$ cat config.mk
export PLATFORM = sky130hd
export DESIGN_NAME = mem_port_arbiter
export DESIGN_NICKNAME = d
export VERILOG_FILES = /design/src/rtl/mem_arb_pkg.sv /design/src/rtl/rr_pick.sv /design/src/rtl/mem_port_arbiter.sv
export SDC_FILE = /design/constraint.sdc
export NUM_CORES = 1
export LEC_CHECK = 0
export CORE_ASPECT_RATIO = 1.1
export CORE_MARGIN = 2
export CORE_UTILIZATION = 30
export CTS_BUF_LIST = sky130_fd_sc_hd__clkbuf_8
export DETAILED_ROUTE_END_ITERATION = 6
export PLACE_DENSITY = 0.84
export SLEW_MARGIN = 25
export SYNTH_ARGS = -nofsm -noshare
export SYNTH_HDL_FRONTEND = slang
export SYNTH_SLANG_ARGS = --single-unit
$ cat constraint.sdc
create_clock -name clock -period 2.25 [get_ports clock]
set_input_delay 0.3375 -clock clock [delete_from_list [all_inputs] [get_ports clock]]
set_output_delay 0.3375 -clock clock [all_outputs]
set_load 0.05 [all_outputs]
$ cat src/rtl/mem_arb_pkg.sv
// Shared constants and types for the node-memory port arbiter:
// requester IDs, default sizing and the arbiter state encoding.
package mem_arb_pkg;

  localparam int NUM_REQ           = 3;
  localparam int WORD_WIDTH        = 16;
  localparam int MAX_BURST_DEFAULT = 16;

  localparam int REQ_REWARD  = 0;
  localparam int REQ_QUPDATE = 1;
  localparam int REQ_HOST    = 2;

  typedef enum logic {
    ST_IDLE  = 1'b0,
    ST_OWNED = 1'b1
  } arb_state_e;

endpackage

$ cat src/rtl/rr_pick.sv
// Combinational round-robin pick: first requester at or after rr_ptr,
// wrapping, returned one-hot together with a valid flag.
module rr_pick #(
  parameter int NUM_REQ = 3,
  parameter int PTR_W   = 2
) (
  input  logic [NUM_REQ-1:0] req,
  input  logic [PTR_W-1:0]   rr_ptr,
  output logic [NUM_REQ-1:0] winner,
  output logic               valid
);

  logic [PTR_W-1:0] idx;

  // NOTE: every output of a combinational block gets a default before any
  // conditional update, otherwise synthesis infers a latch.
  always_comb begin
    winner = '0;
    idx    = '0;
    valid  = |req;
    // Walk from the farthest candidate back to rr_ptr so the closest wins.
    for (int k = NUM_REQ - 1; k >= 0; k--) begin
      idx = PTR_W'((int'(rr_ptr) + k) % NUM_REQ);
      if (req[idx]) begin
        winner      = '0;
        winner[idx] = 1'b1;
      end
    end
  end

endmodule

$ cat src/rtl/mem_port_arbiter.sv
// Round-robin owner of the single-port node memory with a per-grant burst
// limit; read data comes back one cycle later tagged by rvalid.
module mem_port_arbiter #(
  parameter int NUM_REQ    = mem_arb_pkg::NUM_REQ,
  parameter int WORD_WIDTH = mem_arb_pkg::WORD_WIDTH,
  parameter int MAX_BURST  = mem_arb_pkg::MAX_BURST_DEFAULT
) (
  input  logic                            clock,
  input  logic                            reset,
  input  logic [NUM_REQ-1:0]              req,
  input  logic [NUM_REQ*WORD_WIDTH-1:0]   req_addr,
  input  logic [NUM_REQ-1:0]              req_wr_en,
  input  logic [NUM_REQ*WORD_WIDTH-1:0]   req_wdata,
  output logic [NUM_REQ-1:0]              gnt,
  output logic [NUM_REQ-1:0]              rvalid,
  output logic [WORD_WIDTH-1:0]           rdata,
  output logic [WORD_WIDTH-1:0]           mem_address,
  output logic                            mem_wr_en,
  output logic [WORD_WIDTH-1:0]           mem_data_in,
  input  logic [WORD_WIDTH-1:0]           mem_data_out
);

  import mem_arb_pkg::arb_state_e;
  import mem_arb_pkg::ST_IDLE;
  import mem_arb_pkg::ST_OWNED;

  localparam int PTR_W = (NUM_REQ > 1) ? $clog2(NUM_REQ) : 1;
  localparam int CNT_W = $clog2(MAX_BURST + 1);

  arb_state_e          state_q, state_d;
  logic [NUM_REQ-1:0]  gnt_q, gnt_d;
  logic [PTR_W-1:0]    owner_q, owner_d;
  logic [PTR_W-1:0]    rr_ptr_q, rr_ptr_d;
  logic [CNT_W-1:0]    count_q, count_d;
  logic [NUM_REQ-1:0]  rvalid_q, rvalid_d;

  logic [NUM_REQ-1:0]    pick_onehot;
  logic                  pick_valid;
  logic [PTR_W-1:0]      pick_idx;
  logic [PTR_W-1:0]      next_ptr;
  logic                  access;
  logic [WORD_WIDTH-1:0] addr_arr  [NUM_REQ];
  logic [WORD_WIDTH-1:0] wdata_arr [NUM_REQ];

  rr_pick #(
    .NUM_REQ (NUM_REQ),
    .PTR_W   (PTR_W)
  ) u_rr_pick (
    .req    (req),
    .rr_ptr (rr_ptr_q),
    .winner (pick_onehot),
    .valid  (pick_valid)
  );

  always_comb begin
    for (int i = 0; i < NUM_REQ; i++) begin
      addr_arr[i]  = req_addr[i*WORD_WIDTH +: WORD_WIDTH];
      wdata_arr[i] = req_wdata[i*WORD_WIDTH +: WORD_WIDTH];
    end
  end

  always_comb begin
    pick_idx = '0;
    for (int i = 0; i < NUM_REQ; i++) begin
      if (pick_onehot[i]) pick_idx = PTR_W'(i);
    end
  end

  assign next_ptr = (owner_q == PTR_W'(NUM_REQ - 1)) ? '0 : owner_q + 1'b1;

  // Reset gates the access itself so no write escapes in the reset cycle.
  assign access = (state_q == ST_OWNED) && req[owner_q] && !reset;

  always_comb begin
    mem_address = '0;
    mem_data_in = '0;
    mem_wr_en   = 1'b0;
    if (access) begin
      mem_address = addr_arr[owner_q];
      mem_data_in = wdata_arr[owner_q];
      mem_wr_en   = req_wr_en[owner_q];
    end
  end

  always_comb begin
    state_d  = state_q;
    gnt_d    = gnt_q;
    owner_d  = owner_q;
    rr_ptr_d = rr_ptr_q;
    count_d  = count_q;
    rvalid_d = (access && !req_wr_en[owner_q]) ? gnt_q : '0;

    unique case (state_q)
      ST_IDLE: begin
        if (pick_valid) begin
          state_d = ST_OWNED;
          gnt_d   = pick_onehot;
          owner_d = pick_idx;
          count_d = '0;
        end
      end
      ST_OWNED: begin
        if (!req[owner_q] || count_q >= CNT_W'(MAX_BURST - 1)) begin
          // Release and burst exhaustion share one path: a single rotation.
          if (access && count_q != CNT_W'(MAX_BURST)) count_d = count_q + 1'b1;
          if (!req[owner_q] || access) begin
            state_d  = ST_IDLE;
            gnt_d    = '0;
            rr_ptr_d = next_ptr;
          end
        end else if (access) begin
          count_d = count_q + 1'b1;
        end
      end
      default: state_d = ST_IDLE;
    endcase
  end

  // NOTE: sequential state uses non-blocking assignments so every register
  // samples the pre-edge values regardless of block ordering.
  always_ff @(posedge clock) begin
    if (reset) begin
      state_q  <= ST_IDLE;
      gnt_q    <= '0;
      owner_q  <= '0;
      rr_ptr_q <= '0;
      count_q  <= '0;
      rvalid_q <= '0;
    end else begin
      state_q  <= state_d;
      gnt_q    <= gnt_d;
      owner_q  <= owner_d;
      rr_ptr_q <= rr_ptr_d;
      count_q  <= count_d;
      rvalid_q <= rvalid_d;
    end
  end

  assign gnt    = gnt_q;
  // A read in flight when reset arrives must never be reported.
  assign rvalid = rvalid_q & {NUM_REQ{~reset}};
  assign rdata  = mem_data_out;

endmodule

== After elaboration in Yosys (flattened, before gate mapping) ==
Cells that the tools add are included.

* Bits of input ports: 120
* Logic and storage cells: 96
* Bits in registers: 16
* Output and inout port bits: 55

* Div/mod/pow operators: 3
* Equality and inequality tests: 7
* Bitwise logic cells: 5
* Mux-type cells: 44
* Reduce and logical (&&, ||, !) cells: 18
* Add/subtract/negate cells: 4
* $lt $le $gt $ge: 9

{| class="wikitable"
|+ Operator list
! operator !! number
|-
| 16-bit two-way mux || 6
|-
| 16-bit binary-select mux with 2-bit select || 2
|-
| 32-bit by 3-bit modulo with 32-bit output, second input constant || 2
|-
| 3-bit by 3-bit modulo with 32-bit output, second input constant || 1
|-
| 5-bit two-way mux || 4
|-
| 3-bit two-way mux || 6
|-
| 1-bit two-way mux || 13
|-
| 2-bit by 3-bit < comparator with 1-bit output, second input constant || 4
|-
| 1-bit binary-select mux with 2-bit select || 5
|-
| 5-bit case mux with 2 select lines || 1
|-
| 3-bit AND reduction || 3
|-
| 1-bit logical AND || 7
|-
| 1-bit demux with 2-bit select || 3
|-
| 2-bit by 1-bit >= comparator with 1-bit output, second input constant || 3
|-
| 3-bit case mux with 2 select lines || 1
|-
| 5-bit by 1-bit adder with 5-bit output, second input constant || 1
|-
| 5-bit by 4-bit >= comparator with 1-bit output, second input constant || 1
|-
| 5-bit inequality test, second input constant || 1
|-
| 2-bit two-way mux || 2
|-
| 2-bit by 1-bit inequality test with 1-bit output, second input constant || 2
|-
| 2-bit by 1-bit adder with 3-bit output, second input constant || 1
|-
| 2-bit by 2-bit adder with 3-bit output, second input constant || 1
|-
| 3-bit bitwise AND || 1
|-
| 3-bit >= comparator, second input constant || 1
|-
| 13 further kinds || 18
|}

== Longest topological paths before layout ==
Gate-level depths: netlist of run 1.

* Depth in word-level cells: 11
* Gate-level depth with buffers: 8
* Gate-level depth less buffers: 7

== By module ==
Synthesis of run 1 repeated with hierarchy kept, for this count alone.

* Cell total of the unflattened synthesis: 291
* Area, all modules: 2028.2 um^2

{| class="wikitable"
|+ Modules (own cells, without submodules)
! module !! cells each !! area an instance (um^2) !! sequential area each (um^2) !! instances
|-
| mem_port_arbiter || 256 || 1781.7 || 320.3 || 1
|-
| rr_pick || 35 || 246.5 || 0.0 || 1
|}

== Worst setup path after synthesis of run 1 ==
OpenSTA, ideal clock, no wires.

* Path type: register to output
* Start: reg state_q
* End: out mem_address[0]
* Path buffers: 3
* Data required time: 1913 ps
* Cell stages (with the launch flop): 7
* Arrival: 1926 ps
* Setup slack: -14 ps
* Cell sequence: dfxtp_1 buf_4 or3b_1 o22a_1 buf_6 clkbuf_1 nor2_1

* Longest elaborated chain between the ends: 3

{| class="wikitable"
|+ Ends and longest elaborated chain
! element !! line !! RTL
|-
| from (decl) || mem_port_arbiter.sv:30 || <nowiki>arb_state_e state_q, state_d;</nowiki>
|-
| from (signal assigned) || mem_port_arbiter.sv:130 || <nowiki>state_q <= state_d;</nowiki>
|-
| 1-bit logical AND (2 in series) || mem_port_arbiter.sv:72 || <nowiki>assign access = (state_q == ST_OWNED) && req[owner_q] && !reset;</nowiki>
|-
| 16-bit two-way mux || mem_port_arbiter.sv:78 || <nowiki>if (access) begin</nowiki>
|-
| to (decl) || mem_port_arbiter.sv:17 || <nowiki>output logic [WORD_WIDTH-1:0] mem_address,</nowiki>
|}

Every way passes these cells.

== Worst setup path in the final report of run 1 ==
* Start: reg owner_q[1]
* End: out mem_address[1]

* Longest elaborated chain between the ends: 5
* Elaborated cells on any way between the ends: 9
* Classes of those cells: 6 x mux; 1 x bitwise; 2 x reduce/logical

{| class="wikitable"
|+ Ends and longest elaborated chain
! element !! line !! RTL
|-
| from (decl) || mem_port_arbiter.sv:32 || <nowiki>logic [PTR_W-1:0] owner_q, owner_d;</nowiki>
|-
| from (signal assigned) || mem_port_arbiter.sv:132 || <nowiki>owner_q <= owner_d;</nowiki>
|-
| 2-bit inverter with 3-bit output (implied by the code) or 1-bit binary-select mux with 2-bit select (tied branches) || mem_port_arbiter.sv:79, mem_port_arbiter.sv:72 ||
|-
| 16-bit binary-select mux with 2-bit select or 1-bit two-way mux (tied branches) || mem_port_arbiter.sv:79, mem_port_arbiter.sv:72 ||
|-
| 16-bit two-way mux (implied by the code) or 1-bit logical AND (tied branches) (2 in series) || mem_port_arbiter.sv:79, mem_port_arbiter.sv:72 ||
|-
| 16-bit two-way mux * || mem_port_arbiter.sv:78 ||
|}

Mark *: on every way between the ends. The rest lies on a longest branch, timed or not. The select of a mux whose other input is x is not followed.

==> flow_metrics.py, run 1 <==
metrics = {
    "cells_and_area": {
        "n_antenna_cell": 0,
        "final_nets": 549,
        "seqCellArea_sq_um": 324,
        "synthToLayoutAreaGrowth_pct": 80.2,
        "multiInputGateArea_sq_um": 1500,
        "nFillCells": 597,
        "layout-drive-gt1-share_pct": 20.9,
    },
    "yosys": {
        "dominantRegCellSynth": "dfxtp_1",
        "synth_seq_area_share_pct": 15.8,
        "syn_inst": 296,
        "syn_avg_cell_area_sq_um": 6.83,
        "synthArstFlopShare_pct": 0,
        "ys_types": 43,
        "synth_area_leader_cell": "mux2i_1",
        "yosysWarnings": 0,
        "synth_edf_count": 0,
        "synth_top_area_share_pct": 17.8,
        "netlist_area_sq_um": 2020,
        "ys_ff_latch": 16,
        "synthTopCellsByArea": "mux2i_1 18%, dfxtp_1 16%, nor2_1 14%",
        "netlist_top_cells_count": "75 x nor2_1, 43 x a21oi_1, 36 x mux2i_1",
        "synth_fp_nets": 423,
        "synth.most_common_cell": "nor2_1",
    },
    "floorplan": {
        "initial_core_util_pct": 30.8,
        "die_h_um": 90.1,
        "rows": 31,
        "die_x_um": 82.3,
        "die_area_sq_um": 7410,
        "ios": 175,
        "coreArea_sq_um": 6560,
    },
    "run_status": {
        "status": "finished clean",
    },
    "clock_tree": {
        "worst_skew_pair.late_latency_ps": 260,
        "cts_buffer_depth": 2,
        "cts_sinks": 16,
        "tritoncts.num_buffers": 3,
        "htreeDepth": 1,
        "clk_pin_slew_worst_paths_ps": 70,
        "cts-root-buf": "clkbuf_8",
        "ctsHoldBuffers": 0,
        "cts_tree": "built",
    },
    "critical_path": {
        "crit_chain": "buf_4 > nand3b_1 > o22a_2 > clkbuf_16 > nor2_2 > buf_6",
        "crit_buf_inv": 3,
        "crit_path_end_kind": "output pin",
        "critPathLaunchType": "flip-flop",
        "critPathRequiredTime_ps": 1910,
        "critical-path-top-delay-family": "buffers and inverters",
        "cp_data_arrival_time_ps": 1850,
        "slowest_stage": "dfxtp_1",
        "critPathKind": "reg -> out",
        "cpPeakStageDelay_ps": 370,
        "path_max_fanout": 17,
    },
    "sta": {
        "skew_ps": 2.54,
        "relSlewSlack_pct": 65.2,
        "whs_ps": 484,
        "setup_viol": 0,
        "maxSlewViolCount": 0,
        "fin_crit_ps": 2180,
        "rsz0062_at_grt": "false",
        "fin_crit_sh_pct": 97.1,
        "finalSetupTns_ps": 0,
        "worst_slew_pin_slew_ps": 517,
        "max_freq_mhz": 458,
        "finalHoldViolations": 0,
    },
    "pwr": {
        "pwr_density_cell_nw_per_um2": 402,
        "p_seq_share_pct": 22.1,
        "ir_drop_uv": 226,
        "p_comb_share_pct": 60.0,
        "p_sw_w": 0.000586,
        "p_total_w": 0.00146,
        "clockPowerShare_pct": 17.9,
        "switching_share_pct": 40.0,
        "p_int_w": 0.000878,
        "cellLeakagePower_nw": 1.41,
    },
    "hold_path": {
        "hp-class": "reg -> reg",
    },
    "grt": {
        "grt_start_max_net_pins": 36,
        "grt_usage_pct": 19.8,
        "grt_overflow": 0,
        "grt_pass1_vias": 2619,
        "antenna_found_initial": 0,
        "grt_pass1_wl_mm": 11.8,
    },
    "route": {
        "drtIter0Drc": 128,
        "ant_nets": 0,
        "drc_errors": 0,
        "vias": 2557,
        "drt_wl_total_mm": 7.51,
        "vias_per_cell": 5.08,
        "drt_first_pass_iters": 4,
        "routedWlPerCell_um": 14.9,
    },
    "placement": {
        "port_buffers": 142,
        "place_congestion": 0.877,
        "hpwl_mm": 5.77,
    },
    "job": {
        "maxCapViolCount": 0,
    },
}
power groups by stage:
| stage | clock (W) | combinational (W) | sequential (W) |
|---|---|---|---|
| 6_report | 0.000263 | 0.000877 | 0.000323 |
| 5_1_grt | 0.000277 | 0.000948 | 0.000326 |
| 4_1_cts | 0.000266 | 0.000835 | 0.000323 |
| 3_5_place_dp | 0 | 0.000821 | 0.000329 |
| 3_3_place_gp | 0 | 0.000811 | 0.000329 |
| 2_1_floorplan | 0 | 0.000544 | 0.000340 |
sequential cells by signal, summed over array words and instances, names as in the netlist:
register  count
count_q       5
gnt           3
rvalid_q      3
owner_q       2
rr_ptr_q      2
state_q       1
per-stage QoR:
stage | std cells | util [%] | cell area, sq um | worst slack [ps]
after floorplan | 296 | - | 2020 | -13.7
after global placement | 497 | 51.8 | 3400 | 28.3
after detailed placement | 497 | 51.8 | 3400 | -15.7
after CTS | 501 | 53.3 | 3490 | -12.4
after global routing | 503 | 55.6 | 3640 | 4.88
final | 503 | 55.6 | 3640 | 66.2
area by class of cell:
cell class / count / share of cell area [%]
clock buffer: 4 / 1.51
inverter: 8 / 0.824
multi-input combinational: 233 / 41.2
sequential: 16 / 8.89
tap: 82 / 2.82
timing repair buffer: 160 / 44.7
cells by family after synthesis:
kind of cell | after synthesis | share of synthesized area (%)
muxes | 39 | 19.6
buffers and inverters | 47 | 13.1
and+or+nand+nor | 121 | 28.7
DFF | 16 | 15.8
AOI/OAI and AO/OA | 66 | 18.4
adders and majority gates | 7 | 4.33
final timing paths:
path	startpoint	depth (start not counted)	slack, ps	to
max reg2reg	owner_q[0]	7	160	count_q[1]
max	owner_q[1]	6	70	mem_address[1]
min reg2reg	gnt[2]	1	480	rvalid_q[2]
min	gnt[2]	1	480	rvalid_q[2]
placed cells by master, fill, tap and decap left out, types with 3 or more instances in the layout:
cell type / synthesis / final
nor2_2: 0 / 21
buf_4: 17 / 24
o21ai_1: 3 / 3
nor2b_1: 6 / 5
a21oi_1: 43 / 43
dfxtp_1: 16 / 15
buf_12: 0 / 4
ha_1: 7 / 7
nor2_1: 75 / 53
nand2_1: 11 / 11
clkdlybuf4s50_1: 0 / 105
or3_1: 3 / 3
mux2i_1: 36 / 36
a211oi_1: 3 / 3
and2_1: 4 / 4
inv_1: 7 / 7
clkbuf_8: 0 / 4
buf_6: 2 / 25
o21ai_0: 7 / 7
nand3b_1: 5 / 5
routing by layer:
metal / share of wire (%) / vias up / GRT usage (%)
met5: 0 / - / 0
met4: 3.9 / 0 / 8.19
met3: 6.8 / 27 / 4.52
met2: 52 / 105 / 34.5
met1: 38 / 1182 / 22.2
li1: - / 1243 / -
repair_timing:
item,4_1_cts,5_1_grt
setup endpoints to repair,9,33
gates cloned,0,1
buffers inserted,0,1
resized for setup,12,39
(Power assumes the default switching activity.)
==> run 2: changes to the inputs <==
- CORE_UTILIZATION: 30 -> 33
- CTS_CLUSTER_DIAMETER: default -> 60
- PLACE_DENSITY: 0.84 -> 0.9
==> run 2 against run 1 <==
  * Die area is 8.7% lower
  * Fmax is 3.5% higher
  * Non-clock buffer count is 4 lower
  * Critical endpoint is now mem_data_in[8]
  * Largest cell class unchanged
  * Largest power group unchanged
  * Highest routed layer unchanged
==> flow_metrics.py, run 2 (synthesis results as in run 1) <==
metrics = {
    "sta": {
        "finalHoldViolations": 0,
        "skew_ps": 2.41,
        "worst_slew_pin_slew_ps": 549,
        "maxSlewViolCount": 0,
        "fin_crit_sh_pct": 93.8,
        "finalSetupTns_ps": 0,
        "rsz0062_at_grt": "false",
        "relSlewSlack_pct": 63.1,
        "setup_viol": 0,
        "max_freq_mhz": 474,
        "whs_ps": 497,
        "fin_crit_ps": 2110,
    },
    "clock_tree": {
        "cts-root-buf": "clkbuf_8",
        "cts_sinks": 16,
        "ctsHoldBuffers": 0,
        "clk_pin_slew_worst_paths_ps": 60,
        "htreeDepth": 1,
        "tritoncts.num_buffers": 3,
        "cts_buffer_depth": 2,
        "cts_tree": "built",
        "worst_skew_pair.late_latency_ps": 250,
    },
    "run_status": {
        "status": "finished clean",
    },
    "cells_and_area": {
        "final_cell_mix": "105 x clkdlybuf4s50_1, 73 x nor2_1, 43 x a21oi_1, 36 x mux2i_1, 29 x buf_4",
        "seqCellArea_sq_um": 323,
        "synthToLayoutAreaGrowth_pct": 74.1,
        "n_antenna_cell": 0,
        "layout-drive-gt1-share_pct": 15.3,
        "nFillCells": 505,
        "multiInputGateArea_sq_um": 1450,
        "layout_commonest_cell": "clkdlybuf4s50_1",
        "regMostFlops": "count_q",
        "largest_reg_flops": 5,
        "final_nets": 545,
    },
    "critical_path": {
        "critPathLaunchType": "primary input",
        "critPathKind": "in -> out",
        "path_max_fanout": 35,
        "critPathRequiredTime_ps": 1910,
        "cp_data_arrival_time_ps": 1770,
        "crit_path_end_kind": "output pin",
    },
    "floorplan": {
        "rows": 29,
        "initial_core_util_pct": 34.6,
        "ios": 175,
        "die_h_um": 86.1,
        "coreArea_sq_um": 5840,
        "die_area_sq_um": 6770,
        "die_x_um": 78.6,
    },
    "grt": {
        "grt_pass1_vias": 2469,
        "grt_pass1_wl_mm": 11.5,
        "grt_overflow": 0,
        "grt_start_max_net_pins": 36,
        "antenna_found_initial": 0,
        "grt_usage_pct": 20.7,
    },
    "route": {
        "ant_nets": 0,
        "routedWlPerCell_um": 14.7,
        "drtIter0Drc": 167,
        "drc_errors": 0,
        "vias": 2524,
        "vias_per_cell": 5.11,
        "drt_first_pass_iters": 4,
        "drt_wl_total_mm": 7.27,
    },
    "pwr": {
        "cellLeakagePower_nw": 1.38,
        "pwr_density_cell_nw_per_um2": 406,
        "p_total_w": 0.00143,
        "ir_drop_uv": 223,
    },
    "hold_path": {
        "hp-class": "reg -> reg",
    },
    "job": {
        "maxCapViolCount": 0,
    },
    "placement": {
        "port_buffers": 142,
        "hpwl_mm": 5.78,
        "place_congestion": 0.869,
    },
}
==> run 2: cell type report <==
class | count | share of cell area [%]
Multi-Input combinational cell | 233 | 41.1
Tap cell | 77 | 2.74
Inverter | 8 | 0.853
Timing Repair Buffer | 156 | 44.6
Clock buffer | 4 | 1.56
Sequential cell | 16 | 9.17
==> run 2: final timing paths <==
check        slack, ps             end  cells past startpoint         from
max reg2reg        180      owner_q[0]                      7  rr_ptr_q[1]
min                500     rvalid_q[2]                      1       gnt[2]
max                140  mem_data_in[8]                      6       req[2]
min reg2reg        500     rvalid_q[2]                      1       gnt[2]
==> run 2: metal layers <==
metal / vias up / wire length [um] / global-route usage [%]
met1: 1124 / 2770 / 24.0
met2: 132 / 3800 / 38.1
met5: - / 0 / 0
met4: 0 / 228 / 6.54
met3: 29 / 466 / 4.11
li1: 1239 / - / -
==> run 2: power breakdown <==
group | internal [W] | switching, W
Clock | 0.000155 | 0.000101
Combinational | 0.000410 | 0.000442
Sequential | 0.000302 | 0.0000187
Total | 0.000867 | 0.000561
==> run 2: repair_timing <==
item / 4_1_cts / 5_1_grt
buffers inserted: 0 / 0
endpoints found under the hold margin: 0 / 0
setup endpoints to repair: 14 / 33
gates resized for setup: 17 / 3
==> run 2: stage by stage <==
| step | instance area (sq um) | instances | setup slack (ps) | util [%] |
|---|---|---|---|---|
| after global routing | 3520 | 494 | 23.1 | 60.2 |
| final | 3520 | 494 | 139 | 60.2 |
| after CTS | 3510 | 494 | 46.6 | 60.1 |
| after floorplan | 2020 | 296 | -13.7 | - |
| after detailed placement | 3400 | 490 | -32.7 | 58.2 |
| after global placement | 3400 | 490 | 0.981 | 58.2 |
==> run 2: critical path, stage by stage <==
cell and delay, ps:
clkdlybuf4s50_1 500, nand3b_1 130, o22a_1 250, buf_12 190
nor2_1 180, buf_6 180
==> run 3: changes to the inputs <==
- CORE_UTILIZATION: 33 -> 30
- GPL_ROUTABILITY_DRIVEN: default -> 0
- PLACE_DENSITY: 0.9 -> 0.84
==> results of run 3 <==
Same layout as run 1: the final DEF is identical, and so are final timing and power.
==> edit, RTL diff (flow settings as in run 3) <==
Change the package constant `MAX_BURST_DEFAULT` from 16 to 8.
--- a/src/rtl/mem_arb_pkg.sv
+++ b/src/rtl/mem_arb_pkg.sv
@@ -5,5 +5,5 @@
   localparam int NUM_REQ           = 3;
   localparam int WORD_WIDTH        = 16;
-  localparam int MAX_BURST_DEFAULT = 16;
+  localparam int MAX_BURST_DEFAULT = 8;
 
   localparam int REQ_REWARD  = 0;
Formal check against the unedited RTL: same outputs for any inputs over 4 cycles, from zero or initial values and one cycle with reset high; that may be too few to reach the edited logic, so the function may still have changed.
==> edit against run 3 <==
  * Power is 11% lower
  * Maximum frequency is 2.7% lower
  * Synthesized area is 7.4% lower
  * Count of clock-buffer cells in the layout is 1 lower
  * Clock skew is 0.0020 ns higher
  * Largest power group unchanged
  * Combinational power is 9.7% lower
  * Core utilization is 5.0 points higher
  * Global-route usage is 1.4 points lower
  * Wire length is 8.6% lower
  * Final area is 1.7% higher
  * Setup slack worse by 0.060 ns
  * Sequential cell count is 1 lower
==> edit: results <==
metrics = {
    "status": {
        "status": "completed",
    },
    "worst_setup_path": {
        "crit_path_top_delay_cell": "clkdlybuf4s50_1",
        "slowest_delay_ns": 0.48,
    },
    "synth": {
        "netlist_top_cells_area": "mux2i_1 20%, dfxtp_1 16%, nor2_1 14%, a21oi_1 11%, buf_4 6.8%",
        "yosysSeqAreaShare_pct": 16.03,
        "yosysUniqueCellTypes": 42,
        "synth_fp_nets": 399,
        "synth_top_cells_by_count": "72 x nor2_1, 40 x a21oi_1, 38 x mux2i_1",
        "syn_area_per_cell_um2": 6.861,
    },
    "cts": {
        "ctsLongestPathBuffers": 2,
        "clkSlewWorstSetupHoldPaths_ns": 0.06,
    },
    "detailed_routing": {
        "totalWireLength_um": 6866,
        "vias": 2313,
        "dr.pass1.iters": 5,
    },
    "power": {
        "power_switching_mw": 0.4904,
        "ir_worst_vdd_uv": 198.3,
        "p_leak_nw": 1.410,
    },
    "finish": {
        "largest_register_ffs": 4,
        "fin_nets": 520,
    },
    "timing": {
        "worstMarginPinSlew_ns": 0.5197,
        "finClkSkew_ns": 0.004507,
    },
    "global_route": {
        "grt_max_degree": 38,
        "grt_pass1_wl_um": 10260,
        "grt_util_all_layers_pct": 18.39,
    },
    "placed_design": {
        "post_dp_cell_area_mm2": 0.003637,
        "hpwl_um": 5531,
    },
}
## edit: cell types whose count changed after synthesis, sizes merged, moves of 3 or more
cell,change
nor2,-4
o21ai,-6
nand2,-3
a21oi,-3
nand3b,-4
## edit: power by group through the flow
stage | clock, mW | combinational [mW] | sequential (mW)
after global routing | 0.225 | 0.849 | 0.304
after global placement | 0 | 0.768 | 0.307
after floorplan | 0 | 0.472 | 0.318
after CTS | 0.221 | 0.790 | 0.302
final | 0.214 | 0.792 | 0.302
after detailed placement | 0 | 0.783 | 0.308
## edit: kinds of logic after synthesis
group / count (synthesis) / synth area share [%]
flip-flops: 15 / 16.03
multiplexers: 39 / 20.91
AND/OR/NAND/NOR: 107 / 25.52
adder cells (fa/ha/maj): 6 / 4.008
AO/OA/AOI/OAI: 59 / 19.77
buffers and inverters: 47 / 13.76
## edit: worst register-to-register path: stages, from the launching register on
cell and delay [ns]:
dfxtp_1 0.39, inv_1 0.08, ha_1 0.40, o21bai_1 0.19
a2111oi_0 0.41, a311oi_1 0.11, o41ai_1 0.35
## edit: final cells by class
class	instances	area [um^2]
sequential	15	301.5
clock inverter	1	3.754
inverter	9	33.78
tap	80	100.1
clock buffer	3	41.29
timing repair buffer	154	1884
multi-input combinational	211	1340
fill	498	2414
## edit: per-stage QoR
| step | power [mW] | hold slack [ns] | TNS, ns |
|---|---|---|---|
| 4_1_cts | 1.313 | 0.4977 | 0 |
| 6_report | 1.309 | 0.5000 | 0 |
| 3_3_place_gp | 1.074 | 0.4565 | 0 |
| 5_1_grt | 1.379 | 0.5105 | -0.9855 |
| 3_5_place_dp | 1.091 | 0.4863 | -0.01444 |
| 2_1_floorplan | 0.7898 | 0.4436 | -0.9439 |
## edit: path summary, 6_finish.rpt
check	from	endpoint	slack, ns	cells after the start
max	req[1]	mem_address[12]	0.006	7
min	gnt[0]$_SDFFE_PP0P_	rvalid_q[0]$_SDFF_PP0_	0.50	1
max reg2reg	rr_ptr_q[0]$_SDFFE_PP0P_	gnt[0]$_SDFFE_PP0P_	0.22	6
min reg2reg	gnt[0]$_SDFFE_PP0P_	rvalid_q[0]$_SDFF_PP0_	0.50	1
## edit: per-layer routing
metal	up-vias	global-route usage, %	share of wire (%)
met5	-	0	0
met4	0	7.994	3.2
met3	18	3.216	6.9
met2	111	34.28	53
met1	1028	20.30	37
li1	1156	-	-
## edit: what timing repair did
action                     4_1_cts  5_1_grt
hold endpoints to repair         0        0
setup buffers                    0        0
resized for setup                2        7
setup endpoints to repair        2       32
